--- src/rtl/mem_arbiter.sv ---
// Two-master arbiter in front of a single-port RAM.
// m0 is the core load/store port and m1 is the debug/loader port.
// Contended cycles are resolved round-robin. m1 may lock the grant for
// back-to-back cycles, but only for a bounded number of cycles while m0 waits.
// Read data comes back one cycle after the grant and is routed to the master
// that issued the read.
module mem_arbiter #(
    parameter int ADDR_W   = 32,
    parameter int DATA_W   = 32,
    parameter int MAX_LOCK = 8
) (
    input  logic                clk,
    input  logic                rstn,
    // m0: core load/store
    input  logic                m0_req_i,
    input  logic                m0_we_i,
    input  logic [DATA_W/8-1:0] m0_wem_i,
    input  logic [ADDR_W-1:0]   m0_addr_i,
    input  logic [DATA_W-1:0]   m0_wdata_i,
    output logic                m0_gnt_o,
    output logic                m0_rvalid_o,
    output logic [DATA_W-1:0]   m0_rdata_o,
    // m1: debug/loader
    input  logic                m1_req_i,
    input  logic                m1_we_i,
    input  logic [DATA_W/8-1:0] m1_wem_i,
    input  logic [ADDR_W-1:0]   m1_addr_i,
    input  logic [DATA_W-1:0]   m1_wdata_i,
    input  logic                m1_lock_i,
    output logic                m1_gnt_o,
    output logic                m1_rvalid_o,
    output logic [DATA_W-1:0]   m1_rdata_o,
    // slave: single-port RAM
    output logic                s_cs_o,
    output logic                s_we_o,
    output logic [DATA_W/8-1:0] s_wem_o,
    output logic [ADDR_W-1:0]   s_addr_o,
    output logic [DATA_W-1:0]   s_wdata_o,
    input  logic [DATA_W-1:0]   s_rdata_i,
    // hold request to the pipeline controller
    output logic                stall_o
);

    localparam int CNT_W = $clog2(MAX_LOCK) + 1;

    // This FSM records which master issued the read in the previous cycle.
    typedef enum logic [1:0] {
        IDLE,
        RD0,
        RD1
    } state_t;

    state_t             state_q, state_d;
    logic               last_gnt_q, last_gnt_d;   // 1 = m1 was granted most recently
    logic               m1_prev_q, m1_prev_d;     // m1 held the grant last cycle
    logic [CNT_W-1:0]   lock_cnt_q, lock_cnt_d;

    logic               m0_gnt;
    logic               m1_gnt;
    logic               lock_hold;
    logic               lock_expired;

    // Arbitration: locked m1 first, then round-robin. The grant is gated by
    // rstn so it stays low for the whole time reset is asserted.
    always_comb begin
        // NOTE: every signal written here gets a default value first. If one
        // branch did not assign a signal, synthesis would build a latch for it.
        m0_gnt       = 1'b0;
        m1_gnt       = 1'b0;
        lock_expired = m0_req_i && (lock_cnt_q >= CNT_W'(MAX_LOCK));
        lock_hold    = m1_prev_q && m1_req_i && m1_lock_i && !lock_expired;
        if (rstn) begin
            if (lock_hold) begin
                m1_gnt = 1'b1;
            end else if (m0_req_i && m1_req_i) begin
                m0_gnt = last_gnt_q;
                m1_gnt = !last_gnt_q;
            end else begin
                m0_gnt = m0_req_i;
                m1_gnt = m1_req_i;
            end
        end
    end

    assign m0_gnt_o = m0_gnt;
    assign m1_gnt_o = m1_gnt;
    assign stall_o  = rstn && m0_req_i && !m0_gnt;

    // Slave port mux: drives the winner's signals, or all zeros when nobody holds the grant.
    always_comb begin
        s_cs_o    = 1'b0;
        s_we_o    = 1'b0;
        s_wem_o   = '0;
        s_addr_o  = '0;
        s_wdata_o = '0;
        if (m0_gnt) begin
            s_cs_o    = 1'b1;
            s_we_o    = m0_we_i;
            s_wem_o   = m0_wem_i;
            s_addr_o  = m0_addr_i;
            s_wdata_o = m0_wdata_i;
        end else if (m1_gnt) begin
            s_cs_o    = 1'b1;
            s_we_o    = m1_we_i;
            s_wem_o   = m1_wem_i;
            s_addr_o  = m1_addr_i;
            s_wdata_o = m1_wdata_i;
        end
    end

    // Next-state logic for the read-owner FSM, the round-robin pointer and the lock counter.
    always_comb begin
        state_d    = IDLE;
        last_gnt_d = last_gnt_q;
        m1_prev_d  = m1_gnt;
        lock_cnt_d = '0;
        if (m0_gnt) begin
            last_gnt_d = 1'b0;
            if (!m0_we_i) state_d = RD0;
        end else if (m1_gnt) begin
            last_gnt_d = 1'b1;
            if (!m1_we_i) state_d = RD1;
        end
        if (lock_hold && m0_req_i) begin
            lock_cnt_d = lock_cnt_q + CNT_W'(1);
        end
    end

    // State registers. Asynchronous reset clears them, which drops any read still pending.
    always_ff @(posedge clk or negedge rstn) begin
        if (!rstn) begin
            state_q    <= IDLE;
            last_gnt_q <= 1'b1;
            m1_prev_q  <= 1'b0;
            lock_cnt_q <= '0;
        end else begin
            // NOTE: non-blocking assignments make every flop take the value
            // from before the clock edge, so the order of these lines does not matter.
            state_q    <= state_d;
            last_gnt_q <= last_gnt_d;
            m1_prev_q  <= m1_prev_d;
            lock_cnt_q <= lock_cnt_d;
        end
    end

    // Response routing: the RAM data goes to the owner of last cycle's read.
    always_comb begin
        m0_rvalid_o = 1'b0;
        m1_rvalid_o = 1'b0;
        m0_rdata_o  = '0;
        m1_rdata_o  = '0;
        if (state_q == RD0) begin
            m0_rvalid_o = 1'b1;
            m0_rdata_o  = s_rdata_i;
        end else if (state_q == RD1) begin
            m1_rvalid_o = 1'b1;
            m1_rdata_o  = s_rdata_i;
        end
    end

endmodule

--- config.mk ---
export PLATFORM = sky130hd
export DESIGN_NAME = mem_arbiter
export DESIGN_NICKNAME = d
export VERILOG_FILES = /design/src/rtl/mem_arbiter.sv
export SDC_FILE = /design/constraint.sdc
export NUM_CORES = 1
export LEC_CHECK = 0
export BUFFER_PORTS_ARGS = -buffer_cell sky130_fd_sc_hd__buf_2
export CORE_AREA = 2 2 121 123
export CTS_BUF_LIST = sky130_fd_sc_hd__clkbuf_16
export CTS_CLUSTER_DIAMETER = 100
export DETAILED_ROUTE_END_ITERATION = 8
export DIE_AREA = 0 0 123 125
export GPL_ROUTABILITY_DRIVEN = 0
export RECOVER_POWER = 100
export SYNTH_ARGS = -nofsm -noshare
export SYNTH_HDL_FRONTEND = slang
export SYNTH_SLANG_ARGS = --single-unit
--- constraint.sdc ---
create_clock -name clk -period 1.6 [get_ports clk]
set_input_delay 0.24 -clock clk [delete_from_list [all_inputs] [get_ports clk]]
set_output_delay 0.24 -clock clk [all_outputs]
set_load 0.05 [all_outputs]
==> Flow_metrics.wiki <==
{| class="wikitable"
! Metric !! Value
|-
| PortBufs || 313
|-
| Number of detailed-routing iterations run before antenna repair || 4
|-
| Half-perimeter wire length after detailed placement || 8360 microns
|-
| CTS H-Tree Depth || 1
|-
| Length of routed met3 wiring || around 1100 microns
|-
| First element of the critical path || last_gnt_q$_DFFE_PN1P_
|-
| Final setup violation count || 72
|-
| Hold Startpoint || m1_we_i
|-
| Final hold violations || 0
|-
| Share of the synthesized area in the top cell type || 39.9%
|-
| Diodes inserted || 0
|-
| Minimum setup slack in the final design || -0.434 ns
|-
| Pin count of the biggest net entering global routing || 34
|-
| Antenna violations before repair || 0
|-
| Post-synthesis instance total || 187
|-
| Io pins || roughly 310
|-
| Tot Pwr || 2.67 mW
|-
| Worst slew slack as a fraction of its limit || between 70% and 80%
|-
| TritonCTS buffer count || 3
|-
| Initial Utilization || 10.7%
|-
| Source of the worst register-to-register timing path || lock_cnt_q[3]$_DFF_PN0_
|-
| Area overhead of the layout relative to synthesis || 214%
|-
| Portion of total power attributed to sequential cells || under 10%
|-
| Residual antenna-violating net count after detailed routing || 0
|-
| Result of the run || finished, violations left
|-
| Area of the core region || between 0.01 and 0.015 sq mm
|-
| Detail Route met2 WL || about 5400 microns
|-
| Utilization after layout || 33.5%
|-
| Worst reg2reg path depth || 5
|-
| Routed length on met1 || about 3900 microns
|-
| Sink of the worst hold path || state_q[1]$_DFF_PN0_
|-
| Clock Skews || 0.00358 ns
|-
| Global-route wire length before repair || 14200 microns
|-
| Area enclosed by the die boundary || 0.0154 sq mm
|-
| Critical path type || reg2out
|-
| Clock Latency Late Sink || roughly 0.23 ns
|-
| Die extent in x || 123 microns
|-
| Worst vdd ir || 0.000295 V
|-
| Per-instance average area after synthesis || roughly 8.1 sq um
|-
| Post-Route Hold Slack || approximately 0.19 ns
|-
| Combinational fraction of design power || 75.6%
|-
| Average vias per placed instance || 4.10
|-
| CTS root buffer || sky130_fd_sc_hd__clkbuf_16
|-
| Slew @ Worst Pin || 0.359 ns
|-
| Net total in the final layout || just over 700
|-
| Commonest cells in the synthesized netlist || 69 x sky130_fd_sc_hd__a22o_1, 64 x sky130_fd_sc_hd__and2_1, 7 x sky130_fd_sc_hd__buf_2, 7 x sky130_fd_sc_hd__buf_6, 7 x sky130_fd_sc_hd__dfrtp_1
|-
| Synth async-reset ratio || 100%
|-
| Highest achievable clock rate || 492 MHz
|-
| Max FO, Critical Path || 21
|-
| Drt first-iter violations || 68
|-
| CTS tree || yes
|-
| Cells traversed along the worst timing path || nor2b_2 > nor3_4 > buf_12 > buf_12 > a22o_2 > buf_6
|-
| Cell Pwr Density || 561 mW/mm^2
|-
| Sinks on the clock net || 8
|-
| Post-synth top area cell || sky130_fd_sc_hd__a22o_1
|-
| GR Util All Layers || a little under an eighth
|-
| Total standard cell area after synthesis || 0.00151 sq mm
|-
| Post-synthesis sequential area ratio || 13.3%
|-
| Library cell contributing the largest single delay on the critical path || sky130_fd_sc_hd__dfstp_2
|-
| Number of fillers in the final layout || 1484
|-
| Critical Path Source Type || flop
|-
| Most frequent cell after synthesis || sky130_fd_sc_hd__a22o_1
|-
| Part of the total power dissipated in the clock network || roughly 16%
|-
| Flop and latch count out of synthesis || 8
|-
| Vias in the first global route || around 2800
|-
| Slew Viols, Final || 0
|-
| Most repeated library cell on the critical path || sky130_fd_sc_hd__buf_12
|-
| Crit path largest cell delay || 0.57 ns
|-
| Aggregate global routing overflow || 0
|-
| Worst reg-to-reg setup slack || 0.14 ns
|-
| RSZ-0062 raised after global routing || true
|-
| Tmin final || 2.03 ns
|-
| Sw Ratio || 46.2%
|-
| Sum of negative setup slack || -26.83 ns
|-
| Leakage || between 2 and 3 nW
|-
| Max capacitance violation total || 0
|-
| Switching power summed over all nets || 1.23 mW
|-
| Clock transition at the register clock pins on the worst setup and hold paths after CTS || 0.04 ns
|-
| Proportion of layout cells with a drive suffix above 1 || a little under nine tenths
|-
| Placement Rows || 44
|-
| Uppermost metal layer occupied by signal nets || met4
|-
| Cell internal power dissipation || approximately 1.4 mW
|-
| Post-synth EDFFs || 0
|-
| Leading cell types by total area after synthesis || sky130_fd_sc_hd__a22o_1 40%, sky130_fd_sc_hd__and2_1 26%, sky130_fd_sc_hd__dfrtp_1 12%
|-
| Number of synthesis warnings || 0
|-
| Net count after synthesis || 364
|-
| Violated checks || setup timing
|-
| Required time of the critical path || around 1.4 ns
|-
| Final Cycle Share || 127%
|-
| Type of destination of the critical path || primary output
|-
| Worst reg2reg endpoint || state_q[1]$_DFF_PN0_
|-
| Yosys cell types || 22
|-
| Clock Tree Buf Depth || 2
|-
| Average wire per standard cell || 14.7 microns
|-
| Sum of routed wire length over all layers || 10500 microns
|-
| Top flip-flop cell by instance count after synthesis || sky130_fd_sc_hd__dfrtp_1
|-
| Worst Path Arrival || 1.79 ns
|-
| Height of the die || 125 microns
|-
| Min-Delay Path Depth || 2
|-
| DRC || 0
|-
| HP Class || in2reg
|-
| Number of vias in the routed layout || 2916
|}
## timing repair
item / CTS / global route
hold buffers: 1 / 0
setup buffers: 1 / 1
pin swaps: 1 / 1
cloned: 2 / 0
setup endpoints to repair: 136 / 136
resized for setup: 172 / 96
endpoints found under the hold margin: 7 / 0
## critical path, delay by kind of cell (launching register included)
kind / cells / cell delay (ns)
AO/OA/AOI/OAI: 1 / 0.18
buffers and inverters: 3 / 0.50
AND/OR/NAND/NOR: 2 / 0.29
flip-flops: 1 / 0.57
## registers in the layout, summed over array words and instances (netlist names)
name	flops
m1_prev_q	1
state_q	2
lock_cnt_q	4
last_gnt_q	1
## layout make-up
class                           instances  area, sq um  share of cell area, %
Clock buffer                            3         75.1                   1.58
Tap cell                              184          230                   4.84
Timing Repair Buffer                  357         2820                   59.3
Clock inverter                          1         3.75                 0.0790
Multi-Input combinational cell        157         1420                   29.8
Inverter                                2         7.51                  0.158
Sequential cell                         8          201                   4.24
## routing by layer
layer  GRT usage (%)  up-vias
met4            1.54        0
met1            14.1     1321
met3            1.78        8
met5               0        -
li1                -     1377
met2            22.5      210
## metrics by stage
stage | worst slack [ns] | area [sq um] | instances
finish | -0.434 | 4750 | 712
CTS | -0.463 | 4550 | 711
global placement | -0.227 | 3870 | 703
floorplan | -0.126 | 1740 | 187
global route | -0.505 | 4750 | 712
detailed placement | -0.263 | 3870 | 703
## cells by family (layout without fill, tap and decap cells)
| logic type | count (synthesis) | count (layout) | share of synthesized area, % |
|---|---|---|---|
| adder cells (fa/ha/maj) | 2 | 2 | 1.65 |
| buffers and inverters | 22 | 363 | 9.50 |
| AND/OR/NAND/NOR | 81 | 81 | 33.5 |
| XOR/XNOR | 1 | 1 | 0.579 |
| AO/OA/AOI/OAI | 73 | 73 | 41.5 |
| flip-flops | 8 | 8 | 13.3 |
## worst max path at each step
stage	slack, ns	end
global route	-0.51	s_addr_o[3]
detailed placement	-0.26	s_addr_o[3]
CTS	-0.46	s_we_o
floorplan	-0.13	s_addr_o[14]
finish	-0.43	s_addr_o[3]
global placement	-0.23	s_wdata_o[28]
## power by group through the flow
stage                     combinational (mW)  sequential [mW]  clock [mW]
after floorplan                         1.08            0.226           0
after global placement                  1.67            0.230           0
after detailed placement                1.67            0.230           0
after CTS                               1.94            0.228       0.429
after global routing                    2.10            0.230       0.439
final                                   2.02            0.229       0.422
## cell usage in the layout (no fill, tap or decap), drive strengths merged, types with 2 or more instances in the layout
cell type / count
a22o: 69
and2: 64
buf: 347
bufbuf: 2
clkbuf: 10
dfrtp: 7
ha: 2
inv: 3
nand2: 3
nor2: 4
nor2b: 4
o21ai: 2
Power figures use the tool's default switching activity.
